[src/rtl/axi_writer_pkg.sv]
// Shared types and constants for the AXI3 burst write master.
package axi_writer_pkg;

    typedef enum logic [1:0] {
        IDLE  = 2'd0,
        RUN   = 2'd1,
        DRAIN = 2'd2
    } state_t;

    localparam logic [1:0] AXI_BURST_INCR = 2'b01;
    localparam logic [1:0] RESP_OKAY      = 2'b00;

    // AxSIZE encoding: log2 of the beat width in bytes.
    function automatic logic [2:0] size_enc(input int unsigned bytes);
        logic [2:0] enc;
        enc = 3'd0;
        for (int i = 0; i < 8; i++) begin
            if (bytes == (32'd1 << i)) enc = 3'(i);
        end
        return enc;
    endfunction

endpackage

[src/rtl/axi_burst_writer_if.sv]
// AXI3 write-channel bundle (AW, W, B) between the burst writer and an HP port.
interface axi_burst_writer_if #(
    parameter int DATA_W = 64
);
    logic [31:0]         M_AXI_AWADDR;
    logic [3:0]          M_AXI_AWLEN;
    logic [2:0]          M_AXI_AWSIZE;
    logic [1:0]          M_AXI_AWBURST;
    logic                M_AXI_AWVALID;
    logic                M_AXI_AWREADY;
    logic [DATA_W-1:0]   M_AXI_WDATA;
    logic [DATA_W/8-1:0] M_AXI_WSTRB;
    logic                M_AXI_WLAST;
    logic                M_AXI_WVALID;
    logic                M_AXI_WREADY;
    logic [1:0]          M_AXI_BRESP;
    logic                M_AXI_BVALID;
    logic                M_AXI_BREADY;

    modport master (
        output M_AXI_AWADDR, M_AXI_AWLEN, M_AXI_AWSIZE, M_AXI_AWBURST, M_AXI_AWVALID,
        output M_AXI_WDATA, M_AXI_WSTRB, M_AXI_WLAST, M_AXI_WVALID, M_AXI_BREADY,
        input  M_AXI_AWREADY, M_AXI_WREADY, M_AXI_BRESP, M_AXI_BVALID
    );

    modport slave (
        input  M_AXI_AWADDR, M_AXI_AWLEN, M_AXI_AWSIZE, M_AXI_AWBURST, M_AXI_AWVALID,
        input  M_AXI_WDATA, M_AXI_WSTRB, M_AXI_WLAST, M_AXI_WVALID, M_AXI_BREADY,
        output M_AXI_AWREADY, M_AXI_WREADY, M_AXI_BRESP, M_AXI_BVALID
    );

endinterface

[src/rtl/burst_len_fifo.sv]
// Small synchronous FIFO carrying AWLEN values from the AW side to the W side.
module burst_len_fifo #(
    parameter int DEPTH = 4
) (
    input  logic       ACLK,
    input  logic       ARESETN,
    input  logic       push,
    input  logic [3:0] din,
    input  logic       pop,
    output logic [3:0] dout,
    output logic       full,
    output logic       empty
);
    localparam int PW = (DEPTH > 1) ? $clog2(DEPTH) : 1;
    localparam int CW = $clog2(DEPTH + 1);

    logic [3:0]    mem_q [DEPTH];
    logic [3:0]    mem_d [DEPTH];
    logic [PW-1:0] wr_ptr_q, wr_ptr_d;
    logic [PW-1:0] rd_ptr_q, rd_ptr_d;
    logic [CW-1:0] count_q, count_d;
    logic          do_push, do_pop;

    function automatic logic [PW-1:0] ptr_inc(input logic [PW-1:0] p);
        return (p == PW'(DEPTH - 1)) ? '0 : p + PW'(1);
    endfunction

    assign full    = (count_q == CW'(DEPTH));
    assign empty   = (count_q == '0);
    assign dout    = mem_q[rd_ptr_q];
    assign do_push = push && !full;
    assign do_pop  = pop && !empty;

    always_comb begin
        mem_d    = mem_q;
        wr_ptr_d = wr_ptr_q;
        rd_ptr_d = rd_ptr_q;
        count_d  = count_q;
        if (do_push) begin
            mem_d[wr_ptr_q] = din;
            wr_ptr_d        = ptr_inc(wr_ptr_q);
        end
        if (do_pop) rd_ptr_d = ptr_inc(rd_ptr_q);
        case ({do_push, do_pop})
            2'b10:   count_d = count_q + CW'(1);
            2'b01:   count_d = count_q - CW'(1);
            default: count_d = count_q;
        endcase
    end

    always_ff @(posedge ACLK or negedge ARESETN) begin
        if (!ARESETN) begin
            for (int i = 0; i < DEPTH; i++) mem_q[i] <= '0;
            wr_ptr_q <= '0;
            rd_ptr_q <= '0;
            count_q  <= '0;
        end else begin
            mem_q    <= mem_d;
            wr_ptr_q <= wr_ptr_d;
            rd_ptr_q <= rd_ptr_d;
            count_q  <= count_d;
        end
    end

endmodule

[src/rtl/axi_burst_writer.sv]
// AXI3 write master: streams din into a contiguous region as boundary-aligned INCR bursts.
// state | meaning: IDLE waiting for config | RUN issuing AW/W | DRAIN waiting for final B responses
module axi_burst_writer
    import axi_writer_pkg::*;
#(
    parameter int DATA_W          = 64,
    parameter int BURST_BEATS     = 16,
    parameter int MAX_OUTSTANDING = 4
) (
    input  logic                 ACLK,
    input  logic                 ARESETN,
    axi_burst_writer_if.master   m_axi,
    input  logic                 CONFIG_VALID,
    output logic                 CONFIG_READY,
    input  logic [31:0]          CONFIG_START_ADDR,
    input  logic [31:0]          CONFIG_NBYTES,
    input  logic [DATA_W-1:0]    din,
    input  logic                 din_valid,
    output logic                 din_ready,
    output logic                 DONE,
    output logic                 ERROR
);
    localparam int         BEAT_BYTES = DATA_W / 8;
    localparam int         BSH        = $clog2(BEAT_BYTES);
    localparam logic [2:0] AW_SIZE    = size_enc(BEAT_BYTES);

    state_t      state_q, state_d;
    logic        awvalid_q, awvalid_d;
    logic [31:0] awaddr_q, awaddr_d;
    logic [3:0]  awlen_q, awlen_d;
    logic [31:0] nxt_addr_q, nxt_addr_d;
    logic [31:0] aw_beats_q, aw_beats_d;
    logic [3:0]  outst_q, outst_d;
    logic        w_active_q, w_active_d;
    logic [3:0]  w_cnt_q, w_cnt_d;
    logic        done_q, done_d;
    logic        error_q, error_d;

    logic        aw_hs, w_hs, accept, load;
    logic [31:0] cfg_addr, cfg_beats, src_addr, src_beats;
    logic [31:0] beat_off, room, burst_len;
    logic        fifo_pop, fifo_full, fifo_empty;
    logic [3:0]  fifo_dout;

    assign aw_hs     = awvalid_q && m_axi.M_AXI_AWREADY;
    assign w_hs      = w_active_q && din_valid && m_axi.M_AXI_WREADY;
    assign accept    = CONFIG_VALID && (state_q == IDLE);
    assign cfg_addr  = CONFIG_START_ADDR & ~32'(BEAT_BYTES - 1);
    assign cfg_beats = CONFIG_NBYTES >> BSH;

    // The first burst is computed straight from the config so AWVALID rises the cycle after acceptance.
    assign src_addr  = (state_q == IDLE) ? cfg_addr  : nxt_addr_q;
    assign src_beats = (state_q == IDLE) ? cfg_beats : aw_beats_q;
    assign beat_off  = (src_addr >> BSH) & 32'(BURST_BEATS - 1);
    assign room      = 32'(BURST_BEATS) - beat_off;
    assign burst_len = (src_beats < room) ? src_beats : room;

    always_comb begin
        state_d    = state_q;
        awvalid_d  = awvalid_q;
        awaddr_d   = awaddr_q;
        awlen_d    = awlen_q;
        nxt_addr_d = nxt_addr_q;
        aw_beats_d = aw_beats_q;
        w_active_d = w_active_q;
        w_cnt_d    = w_cnt_q;
        done_d     = 1'b0;
        error_d    = error_q;
        outst_d    = outst_q + {3'b000, aw_hs} - {3'b000, m_axi.M_AXI_BVALID};

        // AW slot reloads only against the post-update outstanding count, so AWVALID never rises at the limit.
        load = (accept && (cfg_beats != '0)) ||
               ((state_q == RUN) && (!awvalid_q || aw_hs) && (aw_beats_q != '0) &&
                (outst_d < 4'(MAX_OUTSTANDING)) && !fifo_full);

        if (aw_hs) awvalid_d = 1'b0;
        if (load) begin
            awvalid_d  = 1'b1;
            awaddr_d   = src_addr;
            awlen_d    = 4'(burst_len - 32'd1);
            nxt_addr_d = src_addr + (burst_len << BSH);
            aw_beats_d = src_beats - burst_len;
        end

        fifo_pop = !fifo_empty && (!w_active_q || (w_hs && (w_cnt_q == '0)));
        if (w_hs) begin
            if (w_cnt_q == '0) w_active_d = 1'b0;
            else               w_cnt_d    = w_cnt_q - 4'd1;
        end
        if (fifo_pop) begin
            w_active_d = 1'b1;
            w_cnt_d    = fifo_dout;
        end

        if (m_axi.M_AXI_BVALID && (m_axi.M_AXI_BRESP != RESP_OKAY)) error_d = 1'b1;

        case (state_q)
            IDLE: begin
                if (accept) begin
                    error_d = 1'b0;
                    if (cfg_beats == '0) done_d  = 1'b1;
                    else                 state_d = RUN;
                end
            end
            RUN: begin
                if ((aw_beats_q == '0) && !awvalid_q && fifo_empty && !w_active_q)
                    state_d = DRAIN;
            end
            DRAIN: begin
                if (outst_d == '0) begin
                    state_d = IDLE;
                    done_d  = 1'b1;
                end
            end
            default: state_d = IDLE;
        endcase
    end

    always_ff @(posedge ACLK or negedge ARESETN) begin
        if (!ARESETN) begin
            state_q    <= IDLE;
            awvalid_q  <= 1'b0;
            awaddr_q   <= '0;
            awlen_q    <= '0;
            nxt_addr_q <= '0;
            aw_beats_q <= '0;
            outst_q    <= '0;
            w_active_q <= 1'b0;
            w_cnt_q    <= '0;
            done_q     <= 1'b0;
            error_q    <= 1'b0;
        end else begin
            state_q    <= state_d;
            awvalid_q  <= awvalid_d;
            awaddr_q   <= awaddr_d;
            awlen_q    <= awlen_d;
            nxt_addr_q <= nxt_addr_d;
            aw_beats_q <= aw_beats_d;
            outst_q    <= outst_d;
            w_active_q <= w_active_d;
            w_cnt_q    <= w_cnt_d;
            done_q     <= done_d;
            error_q    <= error_d;
        end
    end

    burst_len_fifo #(
        .DEPTH (MAX_OUTSTANDING)
    ) u_len_fifo (
        .ACLK    (ACLK),
        .ARESETN (ARESETN),
        .push    (aw_hs),
        .din     (awlen_q),
        .pop     (fifo_pop),
        .dout    (fifo_dout),
        .full    (fifo_full),
        .empty   (fifo_empty)
    );

    assign m_axi.M_AXI_AWADDR  = awaddr_q;
    assign m_axi.M_AXI_AWLEN   = awlen_q;
    assign m_axi.M_AXI_AWSIZE  = AW_SIZE;
    assign m_axi.M_AXI_AWBURST = AXI_BURST_INCR;
    assign m_axi.M_AXI_AWVALID = awvalid_q;
    assign m_axi.M_AXI_WDATA   = din;
    assign m_axi.M_AXI_WSTRB   = '1;
    assign m_axi.M_AXI_WLAST   = w_active_q && (w_cnt_q == '0);
    assign m_axi.M_AXI_WVALID  = w_active_q && din_valid;
    assign m_axi.M_AXI_BREADY  = 1'b1;
    assign din_ready           = w_active_q && m_axi.M_AXI_WREADY;
    assign CONFIG_READY        = (state_q == IDLE);
    assign DONE                = done_q;
    assign ERROR               = error_q;

endmodule

[src/flat_wrapper.sv]
// flat-port wrapper written by rule: the top's interface ports become plain ports
module axi_burst_writer_flat import axi_writer_pkg::*;
#(
    parameter int DATA_W          = 64,
    parameter int BURST_BEATS     = 16,
    parameter int MAX_OUTSTANDING = 4
)
  (ACLK, ARESETN, CONFIG_VALID, CONFIG_READY, CONFIG_START_ADDR, CONFIG_NBYTES, din, din_valid, din_ready, DONE, ERROR, m_axi_M_AXI_AWADDR, m_axi_M_AXI_AWLEN, m_axi_M_AXI_AWSIZE, m_axi_M_AXI_AWBURST, m_axi_M_AXI_AWVALID, m_axi_M_AXI_WDATA, m_axi_M_AXI_WSTRB, m_axi_M_AXI_WLAST, m_axi_M_AXI_WVALID, m_axi_M_AXI_BREADY, m_axi_M_AXI_AWREADY, m_axi_M_AXI_WREADY, m_axi_M_AXI_BRESP, m_axi_M_AXI_BVALID);
  axi_burst_writer_if #(.DATA_W(DATA_W)) m_axi_i ();
  input  logic ACLK;
  input  logic ARESETN;
  input  logic CONFIG_VALID;
  output logic CONFIG_READY;
  input  logic [31:0] CONFIG_START_ADDR;
  input  logic [31:0] CONFIG_NBYTES;
  input  logic [DATA_W-1:0] din;
  input  logic din_valid;
  output logic din_ready;
  output logic DONE;
  output logic ERROR;
  output wire logic [$bits(m_axi_i.M_AXI_AWADDR)-1:0] m_axi_M_AXI_AWADDR;
  output wire logic [$bits(m_axi_i.M_AXI_AWLEN)-1:0] m_axi_M_AXI_AWLEN;
  output wire logic [$bits(m_axi_i.M_AXI_AWSIZE)-1:0] m_axi_M_AXI_AWSIZE;
  output wire logic [$bits(m_axi_i.M_AXI_AWBURST)-1:0] m_axi_M_AXI_AWBURST;
  output wire logic [$bits(m_axi_i.M_AXI_AWVALID)-1:0] m_axi_M_AXI_AWVALID;
  output wire logic [$bits(m_axi_i.M_AXI_WDATA)-1:0] m_axi_M_AXI_WDATA;
  output wire logic [$bits(m_axi_i.M_AXI_WSTRB)-1:0] m_axi_M_AXI_WSTRB;
  output wire logic [$bits(m_axi_i.M_AXI_WLAST)-1:0] m_axi_M_AXI_WLAST;
  output wire logic [$bits(m_axi_i.M_AXI_WVALID)-1:0] m_axi_M_AXI_WVALID;
  output wire logic [$bits(m_axi_i.M_AXI_BREADY)-1:0] m_axi_M_AXI_BREADY;
  input wire logic [$bits(m_axi_i.M_AXI_AWREADY)-1:0] m_axi_M_AXI_AWREADY;
  input wire logic [$bits(m_axi_i.M_AXI_WREADY)-1:0] m_axi_M_AXI_WREADY;
  input wire logic [$bits(m_axi_i.M_AXI_BRESP)-1:0] m_axi_M_AXI_BRESP;
  input wire logic [$bits(m_axi_i.M_AXI_BVALID)-1:0] m_axi_M_AXI_BVALID;
  assign m_axi_M_AXI_AWADDR = m_axi_i.M_AXI_AWADDR;
  assign m_axi_M_AXI_AWLEN = m_axi_i.M_AXI_AWLEN;
  assign m_axi_M_AXI_AWSIZE = m_axi_i.M_AXI_AWSIZE;
  assign m_axi_M_AXI_AWBURST = m_axi_i.M_AXI_AWBURST;
  assign m_axi_M_AXI_AWVALID = m_axi_i.M_AXI_AWVALID;
  assign m_axi_M_AXI_WDATA = m_axi_i.M_AXI_WDATA;
  assign m_axi_M_AXI_WSTRB = m_axi_i.M_AXI_WSTRB;
  assign m_axi_M_AXI_WLAST = m_axi_i.M_AXI_WLAST;
  assign m_axi_M_AXI_WVALID = m_axi_i.M_AXI_WVALID;
  assign m_axi_M_AXI_BREADY = m_axi_i.M_AXI_BREADY;
  assign m_axi_i.M_AXI_AWREADY = m_axi_M_AXI_AWREADY;
  assign m_axi_i.M_AXI_WREADY = m_axi_M_AXI_WREADY;
  assign m_axi_i.M_AXI_BRESP = m_axi_M_AXI_BRESP;
  assign m_axi_i.M_AXI_BVALID = m_axi_M_AXI_BVALID;
  axi_burst_writer #(.DATA_W(DATA_W), .BURST_BEATS(BURST_BEATS), .MAX_OUTSTANDING(MAX_OUTSTANDING)) u_core (.ACLK(ACLK), .ARESETN(ARESETN), .m_axi(m_axi_i), .CONFIG_VALID(CONFIG_VALID), .CONFIG_READY(CONFIG_READY), .CONFIG_START_ADDR(CONFIG_START_ADDR), .CONFIG_NBYTES(CONFIG_NBYTES), .din(din), .din_valid(din_valid), .din_ready(din_ready), .DONE(DONE), .ERROR(ERROR));
endmodule
[config.mk]
export PLATFORM = sky130hd
export DESIGN_NAME = axi_burst_writer_flat
export DESIGN_NICKNAME = d
export VERILOG_FILES = /design/src/rtl/axi_writer_pkg.sv /design/src/rtl/axi_burst_writer_if.sv /design/src/rtl/burst_len_fifo.sv /design/src/rtl/axi_burst_writer.sv /design/src/flat_wrapper.sv
export SDC_FILE = /design/constraint.sdc
export NUM_CORES = 1
export LEC_CHECK = 0
export CAP_MARGIN = 20
export CORE_MARGIN = 10
export CORE_UTILIZATION = 30
export DETAILED_ROUTE_END_ITERATION = 16
export MAX_ROUTING_LAYER = met4
export PLACE_DENSITY_LB_ADDON = 0.12
export SETUP_SLACK_MARGIN = 0.1
export SYNTH_ARGS = -nofsm -noshare
export SYNTH_HDL_FRONTEND = slang
export SYNTH_SLANG_ARGS = --single-unit
[constraint.sdc]
create_clock -name ACLK -period 10.3 [get_ports ACLK]
set_input_delay 2.06 -clock ACLK [delete_from_list [all_inputs] [get_ports ACLK]]
set_output_delay 2.06 -clock ACLK [all_outputs]
set_load 0.01 [all_outputs]
-- Yosys cells after proc, flatten, opt, wreduce, memory -nomap -nowiden
Cells that the tools add are included.
- mux-type cells: 32
- bitwise logic cells: 2
- equal/unequal tests: 12
- add/subtract/negate cells: 11
- reduce and logical (&&, ||, !) cells: 43
- order comparisons: 5
- operator list (cell ; number):
    2-to-1 mux 32 bit ; 3
    zero test 32 bit ; 2
    nonzero test 32 bit ; 2
    adder 32 bit ; 1
    less-than comparator 32 bit ; 1
    subtractor 32 bit ; 1
    2-to-1 mux 4 bit ; 6
    logical AND 1 bit ; 20
    bitwise mux 16 bit ; 1
    2-to-1 mux 2 bit ; 6
    2-to-1 mux 1 bit ; 11
    nonzero test 2 bit ; 5
    binary-select mux 4 bit (select 2 bit) ; 1
    demux 4 bit (select 2 bit) ; 1
    == test 2 bit (second input constant) ; 4
    zero test 4 bit ; 2
    subtractor 4 x 1 -> 4 bit (second input constant) ; 2
    greater-or-equal comparator 3 bit (second input constant) ; 2
    inequality test 2 bit (second input constant) ; 3
    NOT 2 -> 3 bit ; 2
    one-hot mux 2 bit (3 select lines) ; 1
    one-hot mux 3 bit (2 select lines) ; 1
    subtractor 5 x 4 -> 6 bit (first input constant) ; 1
    adder 2 x 1 -> 2 bit (second input constant) ; 2
    other kinds (16) ; 24
- register bits after elaboration: 137
- input bits: 137
- output and inout port bits: 121

-- Longest topological paths before layout
- depth after elaboration: 8
- mapped depth: 25

-- Cells and area by module
From an unflattened synthesis, not the netlist that was laid out.
- cell total of the unflattened synthesis: 1136
- area total of the unflattened synthesis: 9854.5 um^2
- by module, submodules not included (module ; sequential area each (um^2) ; instances ; cells an instance ; area an instance (um^2)):
    axi_burst_writer ; 2702.6 ; 1 ; 1056 ; 8724.6
    burst_len_fifo ; 575.6 ; 1 ; 80 ; 1129.8

-- Worst setup path before layout
Ideal clock, no wire load.
- kind: input to register
- start point: input port CONFIG_START_ADDR[4]
- end point: register u_core.aw_beats_q[22]
- setup time: 0.137 ns
- data required time: 10.163 ns
- setup slack: 4.135 ns
- stages: 19
- arrival time: 6.028 ns
- path buffers: 0
- cells stage by stage: mux2i_1 > ha_1 > xnor2_1 > ha_1 > o21a_1 > o211ai_1 > a21oi_1 > nand4b_2 > mux2i_1 > inv_1 > ha_1 > nor2b_1 > o21a_1 > o21ai_0 > nand4_1 > nor4_2 > mux2_1 > a21oi_1 > a21oi_1
- word-level cells in the longest chain between the ends: 5
- RTL lines (what ; line ; text):
    start, declared ; flat_wrapper.sv:14 ; input logic [31:0] CONFIG_START_ADDR;
    2-to-1 mux 32 bit (*) ; axi_burst_writer.sv:52 ; assign src_addr = (state_q == IDLE) ? cfg_addr : nxt_addr_q;
    subtractor 5 x 4 -> 6 bit (*) ; axi_burst_writer.sv:55 ; assign room = 32'(BURST_BEATS) - beat_off;
    less-than comparator 32 bit ; axi_burst_writer.sv:56 ; assign burst_len = (src_beats < room) ? src_beats : room;
    2-to-1 mux 32 bit (*) ; axi_burst_writer.sv:56 ;
    subtractor 32 bit (*) ; axi_burst_writer.sv:82 ; aw_beats_d = src_beats - burst_len;
    end signal, assigned ; axi_burst_writer.sv:138 ; aw_beats_q <= aw_beats_d;
    end, declared ; axi_burst_writer.sv:32 ; logic [31:0] aw_beats_q, aw_beats_d;
Mark *: on every way between the ends. The rest lies on a longest branch, timed or not.
A chain may end at the register's enable or synchronous reset.

-- Worst setup path in the final report
Ends and elaborated chain as after synthesis.

==> impl_metrics.py <==
metrics = {
    "global_route": {
        "grt_pass1_wl_um": 45220,
        "grt_use_total": 0.1480,
        "antenna_found_initial": 1,
        "grt-ovfl-total": 0,
        "grt_max_degree": 86,
        "grt_pass1_vias": 8195,
    },
    "power": {
        "max-vdd-ir-drop_mv": 0.1830,
        "pwr_density_cell_nw_per_um2": 330.2,
        "seq_power_share": 0.260,
        "p_leak_nw": 4.784,
        "swShare": 0.4464,
        "power_frac_clock": 0.165,
        "switchingPower_w": 0.001652,
        "p_int_w": 0.002049,
        "p_comb_frac": 0.576,
    },
    "clock_network": {
        "root_buffer": "clkbuf_16",
        "ctsResizeCount": 0,
        "cts_tree": "yes",
        "ctsHoldBuffers": 0,
        "cts_max_level": 4,
        "clkTransAtPathRegs_ns": 0.07,
        "post_cts_buffers": 0,
        "numCtsBuffers": 17,
        "cts_max_path_buffers": 2,
        "clk_latency_ns": 0.44,
        "cts_sinks": 131,
    },
    "setup_path": {
        "critPathCaptureType": "register",
        "required_ns": 10.58,
        "crit_type": "in -> reg",
        "start_kind": "primary input",
        "cp.arrival_ns": 7.96,
        "cp_max_fo": 11,
    },
    "synth": {
        "syn_avg_cell_area_um2": 8.511,
        "netlist_area_um2": 9677,
        "ys_ff_latch": 131,
        "synth_edf_count": 0,
        "async_flop_share": 1.000,
        "yosysUniqueCellTypes": 79,
        "syn-instance-count": 1137,
        "yosysWarningCount": 0,
        "ys_seq_area_frac": 0.3388,
        "ys.flop_type": "dfrtp_1",
    },
    "flow_run": {
        "maxCapViolations": 0,
    },
    "sta": {
        "clock.fmax_ghz": 0.1302,
        "finalSetupTns_ns": 0,
        "relSlewSlack": 0.3372,
        "rsz0062_at_grt": "no",
        "drv_slew": 0,
        "hold_viol": 0,
        "fin_crit_sh": 0.7460,
        "skew_ns": 0.01478,
        "layout_min_cycle_time_ns": 7.683,
        "setup_violations": 0,
        "tightestPinTransition_ns": 0.9943,
    },
    "finish": {
        "syn_to_final_growth_pct": 15.84,
        "fin_area_um2": 11210,
        "ff_latch_area_um2": 3278,
        "nets": 1370,
        "n_fill_cell": 3283,
        "drive_gt1_frac": 0.09152,
        "multi_input_area_um2": 5564,
    },
    "floorplanning": {
        "initial_core_util": 0.3051,
        "core_um2": 31720,
        "die_w_um": 199.6,
        "die_area_um2": 39840,
        "num_io_pins": 258,
        "die_h_um": 199.6,
        "core.rowCount": 65,
    },
    "drt": {
        "vias": 8001,
        "detail_route.iter0.violations": 543,
        "wl_per_cell_um": 17.74,
        "vias_per_cell": 5.019,
        "wl_um": 28290,
        "final_antenna_net_count": 0,
        "dr.pass1.iters": 5,
        "route.detailed.drc": 0,
    },
    "place": {
        "place_congestion": 0.8174,
        "dp_hpwl_um": 20120,
        "placed_cell_area_um2": 10630,
        "io_buffers": 106,
    },
    "run_status": {
        "status": "complete, no violations",
    },
    "min_path": {
        "hold_path.class": "reg -> reg",
    },
}
worst max-delay path, cell delays in order:
cell	delay [ns]
clkdlybuf4s50_1	0.41
mux2i_1	0.48
ha_1	0.28
xnor2_1	0.19
ha_1	0.29
o21a_1	0.17
o211ai_1	0.16
a21oi_1	0.06
nand4b_2	0.39
mux2i_1	0.47
inv_1	0.09
ha_1	0.34
nor2b_1	0.15
o21a_1	0.17
o21ai_0	0.44
nand4_1	0.70
nor4_2	0.57
mux2_1	0.36
a21oi_1	0.14
a21oi_1	0.06
area by class of cell:
class                      instances  share of cell area
sequential                       131              0.2924
inverter                          45             0.01507
tap                              402             0.04487
timing repair buffer             113             0.09945
clock inverter                    13             0.01116
antenna                            1           0.0002232
clock buffer                      19             0.04041
multi-input combinational        870              0.4964
synth_stat cells, drive strengths merged (4+ instances only):
| library cell | n | share of area |
|---|---|---|
| a211oi | 13 | 0.010 |
| a21o | 16 | 0.012 |
| a21oi | 101 | 0.053 |
| a31oi | 14 | 0.0091 |
| and2 | 11 | 0.0071 |
| and3 | 4 | 0.0026 |
| buf | 106 | 0.076 |
| clkbuf | 23 | 0.0089 |
| dfrtp | 131 | 0.34 |
| fa | 4 | 0.0083 |
| ha | 51 | 0.066 |
| inv | 45 | 0.017 |
| mux2 | 48 | 0.056 |
| mux2i | 22 | 0.023 |
| mux4 | 4 | 0.0093 |
| nand2 | 149 | 0.058 |
| nand2b | 10 | 0.0065 |
| nand3 | 19 | 0.0098 |
| nand3b | 4 | 0.0031 |
| nand4 | 11 | 0.0071 |
| nand4b | 4 | 0.0043 |
| nor2 | 105 | 0.041 |
| nor2b | 6 | 0.0039 |
| nor3 | 33 | 0.019 |
| nor4 | 20 | 0.015 |
| o211ai | 9 | 0.0070 |
| o21a | 8 | 0.0062 |
| o21ai | 49 | 0.025 |
| o22ai | 7 | 0.0045 |
| o31ai | 8 | 0.0062 |
| or2 | 4 | 0.0026 |
| or3 | 14 | 0.0091 |
| or4 | 6 | 0.0050 |
| xnor2 | 20 | 0.018 |
| xor2 | 17 | 0.015 |
routing by layer:
metal,GRT usage,share of wire,vias to the layer above
li1,-,-,3992
met1,0.1839,0.47,3800
met2,0.2343,0.47,193
met3,0.04323,0.058,16
met4,0.03113,0.0080,0
met5,-,0,-
stage by stage:
stage                       util  power [W]  setup WS (ns)  std cells  hold slack [ns]
after floorplan                -   0.002523          4.135       1175           0.4386
after global placement    0.3351   0.003078          2.178       1561           0.4545
after detailed placement  0.3351   0.003103          2.127       1561           0.4557
after CTS                 0.3533   0.003741          2.594       1593           0.4723
after global routing      0.3534   0.004083          2.125       1594           0.5074
final                     0.3534   0.003701          2.617       1594           0.4716
sequential cells by signal, indices dropped and copies added, names as in the netlist, 3 cells and up:
name                       count
u_core.aw_beats_q             32
u_core.m_axi.M_AXI_AWADDR     29
u_core.m_axi.M_AXI_AWLEN       4
u_core.nxt_addr_q             29
u_core.outst_q                 4
u_core.u_len_fifo.count_q      3
u_core.u_len_fifo.mem_q       16
u_core.w_cnt_q                 4
final timing paths:
| kind | startpoint | end | slack [ns] | cells after the start |
|---|---|---|---|---|
| worst max-delay path | CONFIG_START_ADDR[4] | u_core.aw_beats_q[22] | 2.62 | 20 |
| worst min-delay path | u_core.nxt_addr_q[10] | u_core.nxt_addr_q[10] | 0.47 | 2 |
| worst max register to register | u_core.state_q[1] | u_core.aw_beats_q[22] | 2.84 | 21 |
| worst min register to register | u_core.nxt_addr_q[10] | u_core.nxt_addr_q[10] | 0.47 | 2 |
| max in group asynchronous | ARESETN | u_core.m_axi.M_AXI_AWADDR[21] | 7.38 | 2 |
| min in group asynchronous | ARESETN | u_core.w_cnt_q[2] | 1.64 | 1 |
power groups by stage:
stage	clock [W]	sequential, W	combinational (W)
3_3_place_gp	0	0.000965	0.00211
2_1_floorplan	0	0.000947	0.00158
5_1_grt	0.000657	0.00100	0.00243
4_1_cts	0.000629	0.000962	0.00215
3_5_place_dp	0	0.000969	0.00213
6_report	0.000610	0.000961	0.00213
logic make-up (layout without fill, tap and decap cells):
logic type      Yosys count  in the layout  synth area share
simple gates            409            409            0.2021
compound gates          255            255            0.1605
buf+inv                 174            190            0.1019
flops                   131            131            0.3388
mux                      74             74           0.08831
fa+ha+maj                55             55           0.07422
xor+xnor                 37             37           0.03349
other cells               2             41         0.0007761
layout by cell type, fill, tap and decap left out, types with 6 or more instances in the layout:
cell,n
nand4_1,11
buf_4,7
o211ai_1,9
nor2b_1,6
a211oi_1,13
xnor2_1,20
or3_1,14
mux2_2,46
ha_1,51
conb_1,40
clkdlybuf4s50_1,105
nor4_1,18
mux2i_1,22
nor3_1,31
dfrtp_1,131
a21o_1,16
clkbuf_16,17
inv_1,44
nor2_1,104
o21a_1,8
a21oi_1,100
o31ai_1,8
o22ai_1,7
xor2_1,17
nand2_1,148
o21ai_0,43
and2_1,9
a31oi_1,14
o21ai_1,6
nand3_1,19
nand2b_1,10
Note: power is estimated with default switching activity, not from simulation.
